<file path="config.mk">
export PLATFORM = sky130hd
export DESIGN_NAME = joy_serial_reader
export DESIGN_NICKNAME = d
export VERILOG_FILES = /design/src/rtl/joy_serial_reader_pkg.sv /design/src/rtl/joy_serial_reader_clk_gen.sv /design/src/rtl/joy_serial_reader.sv
export SDC_FILE = /design/constraint.sdc
export NUM_CORES = 1
export LEC_CHECK = 0
export BUFFER_PORTS_ARGS = -buffer_cell sky130_fd_sc_hd__buf_2
export CAP_MARGIN = 20
export CORE_ASPECT_RATIO = 0.8
export CORE_UTILIZATION = 30
export CTS_BUF_LIST = sky130_fd_sc_hd__clkbuf_2 sky130_fd_sc_hd__clkbuf_4 sky130_fd_sc_hd__clkbuf_8
export DETAILED_ROUTE_END_ITERATION = 8
export MAX_ROUTING_LAYER = met4
export SYNTH_ARGS = -nofsm -noshare
export SYNTH_HDL_FRONTEND = slang
export SYNTH_SLANG_ARGS = --single-unit
</file>
<file path="constraint.sdc">
create_clock -name clk_12 -period 2.3 [get_ports clk_12]
set_input_delay 0.115 -clock clk_12 [delete_from_list [all_inputs] [get_ports clk_12]]
set_output_delay 0.115 -clock clk_12 [all_outputs]
set_load 0.02 [all_outputs]
</file>
<file path="src/rtl/joy_serial_reader_pkg.sv">
// -----------------------------------------------------------------------------
// joy_pkg
// Shared definitions for the DB9 joystick deserialiser:
//   - frame geometry (default slot count, first/last sampled slot)
//   - joystick word bit positions for the arcade-critical buttons
//   - slot_dest(): maps a shift slot to {player, bit} in the 12-bit words
// No ports (package).
// -----------------------------------------------------------------------------
package joy_pkg;

    localparam int FRAME_SLOTS_DEF = 26;
    localparam int SLOT_FIRST      = 2;
    localparam int SLOT_LAST       = 25;

    localparam int JB_RESET = 11;
    localparam int JB_COIN  = 9;
    localparam int JB_START = 8;

    typedef enum logic {
        PLAYER1 = 1'b0,
        PLAYER2 = 1'b1
    } player_e;

    typedef struct packed {
        player_e    player;
        logic [3:0] bit_idx;
    } slot_dest_t;

    // The board shifts the low byte of each player first (start first, bit 7
    // skipped), then the four high buttons of player 2, then of player 1.
    function automatic slot_dest_t slot_dest(input logic [4:0] slot);
        slot_dest_t d;
        d.player  = PLAYER1;
        d.bit_idx = 4'd0;
        if (slot >= 5'd10 && slot <= 5'd21)
            d.player = PLAYER2;
        case (slot)
            5'd2,  5'd10: d.bit_idx = 4'(JB_START);
            5'd3,  5'd11: d.bit_idx = 4'd6;
            5'd4,  5'd12: d.bit_idx = 4'd5;
            5'd5,  5'd13: d.bit_idx = 4'd4;
            5'd6,  5'd14: d.bit_idx = 4'd3;
            5'd7,  5'd15: d.bit_idx = 4'd2;
            5'd8,  5'd16: d.bit_idx = 4'd1;
            5'd9,  5'd17: d.bit_idx = 4'd0;
            5'd18, 5'd22: d.bit_idx = 4'd10;
            5'd19, 5'd23: d.bit_idx = 4'(JB_RESET);
            5'd20, 5'd24: d.bit_idx = 4'(JB_COIN);
            5'd21, 5'd25: d.bit_idx = 4'd7;
            default:      d.bit_idx = 4'd0;
        endcase
        return d;
    endfunction

endpackage

</file>
<file path="src/rtl/joy_serial_reader_clk_gen.sv">
// -----------------------------------------------------------------------------
// joy_clk_gen
// Prescaler and shift-clock generator for the joystick board.
//   clk_12   in   system clock
//   RESET_L  in   asynchronous active-low reset
//   joy_clk  out  registered 50% duty shift clock, half-period 2^DIV_LOG2
//   rise     out  one-cycle strobe in the cycle before joy_clk goes high
// -----------------------------------------------------------------------------
module joy_clk_gen #(
    parameter int DIV_LOG2 = 4
) (
    input  logic clk_12,
    input  logic RESET_L,
    output logic joy_clk,
    output logic rise
);

    logic [DIV_LOG2-1:0] presc;
    logic                wrap;

    assign wrap = &presc;
    assign rise = wrap & ~joy_clk;

    always_ff @(posedge clk_12 or negedge RESET_L) begin
        if (!RESET_L) begin
            presc   <= '0;
            joy_clk <= 1'b0;
        end else begin
            presc <= presc + 1'b1;
            if (wrap)
                joy_clk <= ~joy_clk;
        end
    end

endmodule

</file>
<file path="src/rtl/joy_serial_reader.sv">
// -----------------------------------------------------------------------------
// joy_serial_reader
// Drives the DB9 joystick shift-register board and deserialises two 12-bit
// active-low joystick words. Outputs change only at a frame commit, so a
// consumer never sees a partially captured word.
//   clk_12       in   12 MHz system clock
//   RESET_L      in   asynchronous active-low reset
//   JOY_DATA     in   serial data from the board (asynchronous)
//   JOY_CLK      out  shift clock, 50% duty
//   JOY_LOAD     out  parallel-load strobe, active low, one JOY_CLK period
//   joystick1    out  player-1 word, active low (11 reset, 9 coin, 8 start)
//   joystick2    out  player-2 word, same layout
//   frame_valid  out  one-cycle pulse with the newly committed words
// Build option: define JOY_DEBOUNCE_EN to commit a frame only when it
// matches the previous frame's capture.
// -----------------------------------------------------------------------------
module joy_serial_reader
    import joy_pkg::*;
#(
    parameter int DIV_LOG2    = 4,
    parameter int FRAME_SLOTS = FRAME_SLOTS_DEF
) (
    input  logic        clk_12,
    input  logic        RESET_L,
    input  logic        JOY_DATA,
    output logic        JOY_CLK,
    output logic        JOY_LOAD,
    output logic [11:0] joystick1,
    output logic [11:0] joystick2,
    output logic        frame_valid
);

    localparam logic [4:0] SLOT_WRAP = 5'(FRAME_SLOTS - 1);
    localparam logic [4:0] SLOT_LO   = 5'(SLOT_FIRST);
    localparam logic [4:0] SLOT_HI   = 5'(SLOT_LAST);

    logic        rise;
    logic        data_p0, data_p1;
    logic [4:0]  slot;
    logic [11:0] stage1, stage2;
    logic        commit_p1;
    logic        commit_ok;
    logic        in_window;
    slot_dest_t  dest;

    joy_clk_gen #(
        .DIV_LOG2 (DIV_LOG2)
    ) u_clk_gen (
        .clk_12  (clk_12),
        .RESET_L (RESET_L),
        .joy_clk (JOY_CLK),
        .rise    (rise)
    );

    assign dest      = slot_dest(slot);
    assign in_window = (slot >= SLOT_LO) && (slot <= SLOT_HI);

    // ---- stage 0/1: JOY_DATA synchroniser ----
    always_ff @(posedge clk_12 or negedge RESET_L) begin
        if (!RESET_L) begin
            data_p0 <= 1'b1;
            data_p1 <= 1'b1;
        end else begin
            data_p0 <= JOY_DATA;
            data_p1 <= data_p0;
        end
    end

    // ---- slot sequencing, load strobe and capture ----
    always_ff @(posedge clk_12 or negedge RESET_L) begin
        if (!RESET_L) begin
            slot      <= '0;
            JOY_LOAD  <= 1'b1;
            commit_p1 <= 1'b0;
        end else begin
            commit_p1 <= rise && (slot == SLOT_HI);
            if (rise) begin
                JOY_LOAD <= (slot != 5'd0);
                slot     <= (slot == SLOT_WRAP) ? 5'd0 : slot + 5'd1;
            end
        end
    end

    // Staging is never cleared: each frame rewrites all 24 sampled bits.
    always_ff @(posedge clk_12 or negedge RESET_L) begin
        if (!RESET_L) begin
            stage1 <= 12'hFFF;
            stage2 <= 12'hFFF;
        end else if (rise && in_window) begin
            if (dest.player == PLAYER2)
                stage2[dest.bit_idx] <= data_p1;
            else
                stage1[dest.bit_idx] <= data_p1;
        end
    end

`ifdef JOY_DEBOUNCE_EN
    logic [11:0] prev1, prev2;

    // A frame is only trusted when it repeats the previous capture.
    assign commit_ok = commit_p1 && (stage1 == prev1) && (stage2 == prev2);

    always_ff @(posedge clk_12 or negedge RESET_L) begin
        if (!RESET_L) begin
            prev1 <= 12'hFFF;
            prev2 <= 12'hFFF;
        end else if (commit_p1) begin
            prev1 <= stage1;
            prev2 <= stage2;
        end
    end
`else
    assign commit_ok = commit_p1;
`endif

    // ---- stage 2: atomic output commit ----
    always_ff @(posedge clk_12 or negedge RESET_L) begin
        if (!RESET_L) begin
            joystick1   <= 12'hFFF;
            joystick2   <= 12'hFFF;
            frame_valid <= 1'b0;
        end else begin
            frame_valid <= commit_ok;
            if (commit_ok) begin
                joystick1 <= stage1;
                joystick2 <= stage2;
            end
        end
    end

endmodule

</file>
# Word level (Yosys, flattened, before mapping)

Memory sizes are Yosys's and may differ from the RTL's.
Index checks and enable logic that the tools add are counted.

$add $sub $neg: 2
Equal/unequal tests: 1
Mux-type cells: 6
Reduce and logical (&&, ||, !) cells: 9
Bitwise logic cells: 3
Order comparisons: 6

Operators by type and width:

| kind                | number |
|---|---|
| $bwmux 12           | 2 |
| $le 5x5->1 const B  | 2 |
| $add 5x1->5 const B | 1 |
| $eq 5x5->1 const B  | 1 |
| $ge 5x2->1 const B  | 1 |
| $ge 5x4->1 const B  | 1 |
| $logic_and 1x1->1   | 5 |
| $lt 4x5->1 const B  | 1 |
| $mux 5              | 1 |
| $reduce_bool 5->1   | 1 |
| $add 4x1->4 const B | 1 |
| $demux 1 s4         | 1 |
| $ge 4x1->1 const B  | 1 |
| $reduce_and 2->1    | 2 |
| $reduce_and 4->1    | 1 |
| $mux 1              | 2 |
| $not 1->1           | 2 |
| $and 1x1->1         | 1 |

Bits in read-only memories: 128
Memories kept: 1
Logic and storage cells: 40
Register bits: 63

Memories:

| memory          | words | bits a word | rd ports | clocked after memory_dff | write ports | RTL line                    | RTL |
|---|---|---|---|---|---|---|---|
| (no name shown) | 32    | 4           | 1        | 0                        | 0           | joy_serial_reader_pkg.sv:37 | `case (slot)` |

# Depth between registers and ports, before layout

An unclocked memory read counts as a cell.

Depth in word-level cells: 6
Gate-level depth with buffers: 9
Depth with buffers taken out: 7

# By module

A second synthesis with hierarchy kept.

Cell total of the unflattened synthesis: 235
Area, all modules: 3,001.6 µm²

Modules (own cells, without submodules):

| module            | area each (µm²) | cells an instance | times used | sequential area each (µm²) |
|---|---|---|---|---|
| joy_serial_reader | 2,820.2         | 222               | 1          | 1,515.2 |
| joy_clk_gen       | 181.4           | 13                | 1          | 125.1 |

# Worst setup path after synthesis

OpenSTA, ideal clock, no wires.

Kind: reg2reg
From: reg slot[1]
To: reg stage2[0]
Path slack: -216 ps
Path buffers: 1
Cell stages (with the launch flop): 9
Arrival time: 2,431 ps
Library setup time: 85 ps
Cells stage by stage: dfrtp_1 buf_2 inv_1 ha_1 mux2_2 mux4_2 or2_4 nor3_2 mux2_1

Word-level cells in the longest chain between the ends: 6
Elaborated cells between the ends (all ways): 16
Those cells by class: order compare: 6; mux: 4; reduce/logical: 5; memory: 1

RTL lines:

| element                                                               | RTL line                | RTL |
|---|---|---|
| from (decl)                                                           | joy_serial_reader.sv:39 | `logic [4:0] slot;` |
| from (signal assigned)                                                | joy_serial_reader.sv:79 | `slot <= (slot == SLOT_WRAP) ? 5'd0 : slot + 5'd1;` |
| $mem_v2 32x4                                                          | --                      |  |
| $lt 4x5->1 (not written as such) / $ge 4x1->1 (equally long branches) | joy_serial_reader.sv:91 | `stage2[dest.bit_idx] <= data_p1;` |
| $logic_and 1x1->1 (not written as such)                               | joy_serial_reader.sv:91 |  |
| $mux 1 (not written as such)                                          | joy_serial_reader.sv:91 |  |
| $demux 1 s4                                                           | joy_serial_reader.sv:91 |  |
| $bwmux 12                                                             | joy_serial_reader.sv:91 |  |
| to (signal, indexed assignment)                                       | joy_serial_reader.sv:91 |  |
| to (decl)                                                             | joy_serial_reader.sv:40 | `logic [11:0] stage1, stage2;` |

Several ways; a longest one is shown, not always the timed one.
A chain may end at the register's enable or synchronous reset.

# Worst setup path in the final report

From: reg slot[0]
To: reg stage1[11]

Word-level cells in the longest chain between the ends: 6
Elaborated cells between the ends (all ways): 17
Those cells by class: order compare: 6; mux: 4; bitwise: 1; reduce/logical: 5; memory: 1

RTL lines:

| element                                                               | RTL line                | RTL |
|---|---|---|
| $mem_v2 32x4                                                          | --                      |  |
| $lt 4x5->1 (not written as such) / $ge 4x1->1 (equally long branches) | joy_serial_reader.sv:93 | `stage1[dest.bit_idx] <= data_p1;` |
| $logic_and 1x1->1 (not written as such)                               | joy_serial_reader.sv:93 |  |
| $mux 1 (not written as such)                                          | joy_serial_reader.sv:93 |  |
| $demux 1 s4                                                           | joy_serial_reader.sv:93 |  |
| $bwmux 12                                                             | joy_serial_reader.sv:93 |  |
| to (signal, indexed assignment)                                       | joy_serial_reader.sv:93 |  |
| to (decl)                                                             | joy_serial_reader.sv:40 |  |

Several ways; a longest one is shown, not always the timed one.

==> summary.txt <==
Detailed routing
  – ANT nets after route: 0
  – Routed wire length: 6.05 mm
  – 1st-iter DRT viols: 138
  – WL/cell: 14.2 µm
  – Vias per cell: 4.74
  – DR vias: 2022
  – Pre-Repair DR Iteration Count: 4
  – DRC: 0

Status
  – Status: completed

Clocking
  – Clock-pin slew on the worst setup and hold paths: 0.06 ns
  – Bufs on Longest Clock Path: 2
  – CTS root buffer: clkbuf_8
  – H-Tree Depth: 3
  – Total clock sinks: 63
  – Clk_lat worst skew: 0.35 ns
  – Num CTS Buffers: 9
  – TritonCTS clock tree: built

Min path
  – Hold/Removal Path Class: input port to asynchronous set/reset pin

Synth
  – Post-Syn Instances: around 240
  – Mean post-synth cell area: 13.0 µm²
  – Ys Warns: 0
  – Post-synthesis cell type count: 42
  – Syn Nets: 248
  – Mapped Area: 3080 µm²
  – Seq/Total Area, Yosys: 53.2%
  – Count of state elements after synthesis: 63

Layout
  – Fill cells: 952
  – Non-Filler Instances: roughly 430
  – Fin nets: 297
  – Layout cell share with drive strength beyond 1: 65.6%
  – Fin util: 39.1%
  – Area Overhead vs Synth: 24.6%
  – Final antenna diode count: 0

Worst setup path
  – Worst reg-to-reg path cell count: 7
  – CP Launch Type: flip-flop
  – CP arrival: 2.54 ns
  – CP required: 2.57 ns
  – WS Path Type: flip-flop to flip-flop
  – R2R Setup Slk: 0.03 ns
  – Crit Reg-Reg Startpoint: slot[0]
  – R2R Path End: stage1[11]
  – Critical path peak fanout: 5
  – CP endpoint kind: flip-flop

STA
  – Pins Over Slew Limit: 0
  – Worst Skew: 0.00671 ns
  – Tightest Pin Transition: 0.458 ns
  – FMAX: 441 MHz
  – Relative slew slack: 69.5%
  – RSZ-0062 raised after global routing: true
  – Fin. Hold Viols: 0
  – Tcrit/Tclk final: 98.6%
  – Clock period minus final worst setup slack: 2.27 ns
  – Final setup violation count: 0
  – Post-route setup slack: 0.0326 ns

Power
  – Switching part of the total: 20.2%
  – Power per cell area: 567 nW/µm²
  – Logic pwr share: 1.3%
  – Sequential Power Share: 51.6%
  – Max IR drop VDD: 0.445 mV
  – Power, Total: ~2.2 mW
  – Leakage: 1.61 nW
  – P_sw: 439 µW
  – Pint: 1.74 mW
  – Clock power share: 47.1%

Floorplan
  – Rows: 32
  – Die ar.: 10700 µm²
  – IO Pins: 30
  – Starting Density: 31.4%
  – Die Y: 92.7 µm
  – Core footprint: 9810 µm²
  – Die W: around 120 µm

GRT
  – Largest net degree at the start of global routing: 34
  – Grt ovf: 0
  – Vias in the first global route: 2059
  – Tot GR Track Use: 13.1%
  – First-pass GRT wire length: 10.2 mm
  – Initial antenna violation count: 0

Place
  – # port buffers: 29
  – GPL Wtd Cong: 0.860
  – DP Cell Count: a little over 400
  – DP Worst Slack: -0.0382 ns
  – Hpwl dp: roughly 4.1 mm

Job
  – Max Cap Violations: 0
-- worst max path at each step --
stage	from	depth (start not counted)	to	slack, ns
4_1_cts	slot[0]	7	stage1[5]	0.005
2_1_floorplan	slot[1]	8	stage2[0]	-0.06
5_1_grt	slot[0]	8	stage2[8]	-0.03
3_5_place_dp	slot[0]	7	stage2[0]	-0.04
6_report	slot[0]	7	stage1[11]	0.03
3_3_place_gp	slot[0]	8	stage2[0]	-0.001
-- cell type report --
type                            instances  area, µm²  area share [%]
Clock inverter                          2       37.5           0.978
Multi-Input combinational cell        154       1450            37.7
Clock buffer                           14        180            4.69
Tap cell                              136        170            4.43
Inverter                                4       20.0           0.521
Timing Repair Buffer                   54        342            8.90
Sequential cell                        63       1640            42.7
-- power by group through the flow --
stage / clock (mW) / combinational, mW / sequential (mW)
2_1_floorplan: 0 / 0.00358 / 1.13
3_3_place_gp: 0 / 0.0263 / 1.14
3_5_place_dp: 0 / 0.0270 / 1.14
4_1_cts: 1.07 / 0.0294 / 1.12
5_1_grt: 1.12 / 0.0332 / 1.12
6_report: 1.03 / 0.0278 / 1.12
-- critical path: stages, from the launching register on --
cell     delay, ns
dfrtp_2       0.45
ha_4          0.18
mux2_2        0.26
mux4_2        0.52
buf_6         0.17
and2_1        0.19
nand4_1       0.11
mux2_1        0.32
-- per-stage QoR --
| step | TNS [ns] | instance area, µm² | hold slack (ns) |
|---|---|---|---|
| 6_report | 0 | 3840 | 0.149 |
| 5_1_grt | -0.0929 | 3840 | 0.151 |
| 4_1_cts | 0 | 3740 | 0.142 |
| 3_5_place_dp | -0.152 | 3490 | -0.0110 |
| 3_3_place_gp | -0.00110 | 3490 | -0.0117 |
| 2_1_floorplan | -0.0921 | 3110 | -0.181 |
-- per-layer routing --
layer	routed length, µm	part of all wire, %	up-vias	GRT usage, %
met4	96	1.6	0	5.52
met5	0	0	-	-
met3	215	3.6	11	4.52
met2	2720	45	36	18.0
li1	-	-	948	-
met1	3010	50	1027	17.4
-- repair_timing --
action | CTS | global route
hold buffers | 2 | 0
resized for setup | 4 | 19
hold endpoints to repair | 16 | 0
setup buffers | 0 | 2
setup endpoints to repair | 9 | 21
pin swaps | 0 | 7
-- cell families after synthesis --
family / share of synthesized area (%)
buffers and inverters: 3.08
muxes: 22.9
adders and majority gates: 3.25
AOI/OAI and AO/OA: 3.29
DFF: 53.2
and+or+nand+nor: 13.7
xor gates and xnor gates: 0.568
-- sequential cells by signal, summed over array words and instances, names as in the netlist, 4 cells and up --
signal	flops
u_clk_gen.presc	4
joystick1	12
joystick2	12
slot	5
stage2	12
stage1	12
-- cells in the mapped netlist (all sizes together) --
library cell	n	share of area, %
nand3	4	0.65
mux2	51	19
o21ba	1	0.32
ha	8	3.2
dfrtp	12	9.7
o31ai	2	0.49
nor3	14	2.8
a21oi	1	0.16
nor4	1	0.20
nand2	11	1.3
inv	4	0.49
and2	5	1.0
mux2i	2	0.65
xor2	1	0.28
nor4b	1	0.28
or3b	1	0.28
nand4bb	1	0.37
nand2b	4	1.1
or2	2	0.49
nand4b	1	0.28
clkbuf	7	0.85
nor3b	1	0.24
o211a	1	0.32
mux4	5	3.7
a22o	1	0.28
buf	9	1.7
o211ai	3	0.89
nand4	12	2.4
xnor2	1	0.28
o21ai	5	0.81
nor2	11	1.7
nor2b	3	0.61
dfstp	51	43
-- cells in the final DEF (no fill, tap or decap), types with 3 or more instances in the layout --
| cell | Yosys | routed |
|---|---|---|
| ha_1 | 8 | 4 |
| nand3_1 | 4 | 4 |
| nor3_4 | 0 | 3 |
| buf_2 | 7 | 29 |
| dfstp_2 | 51 | 51 |
| nor3_1 | 11 | 9 |
| nor2_4 | 1 | 3 |
| buf_4 | 1 | 22 |
| nand2_1 | 11 | 11 |
| and2_1 | 5 | 4 |
| mux2_1 | 13 | 7 |
| mux2_4 | 0 | 6 |
| nor2_1 | 9 | 6 |
| nand2b_1 | 3 | 3 |
| mux2_2 | 38 | 38 |
| nand4_1 | 12 | 12 |
| o21ai_0 | 5 | 5 |
| clkbuf_8 | 0 | 12 |
| dfrtp_1 | 12 | 11 |
| nor2b_1 | 3 | 3 |
| mux4_2 | 5 | 5 |
Power figures use the tool's default switching activity.
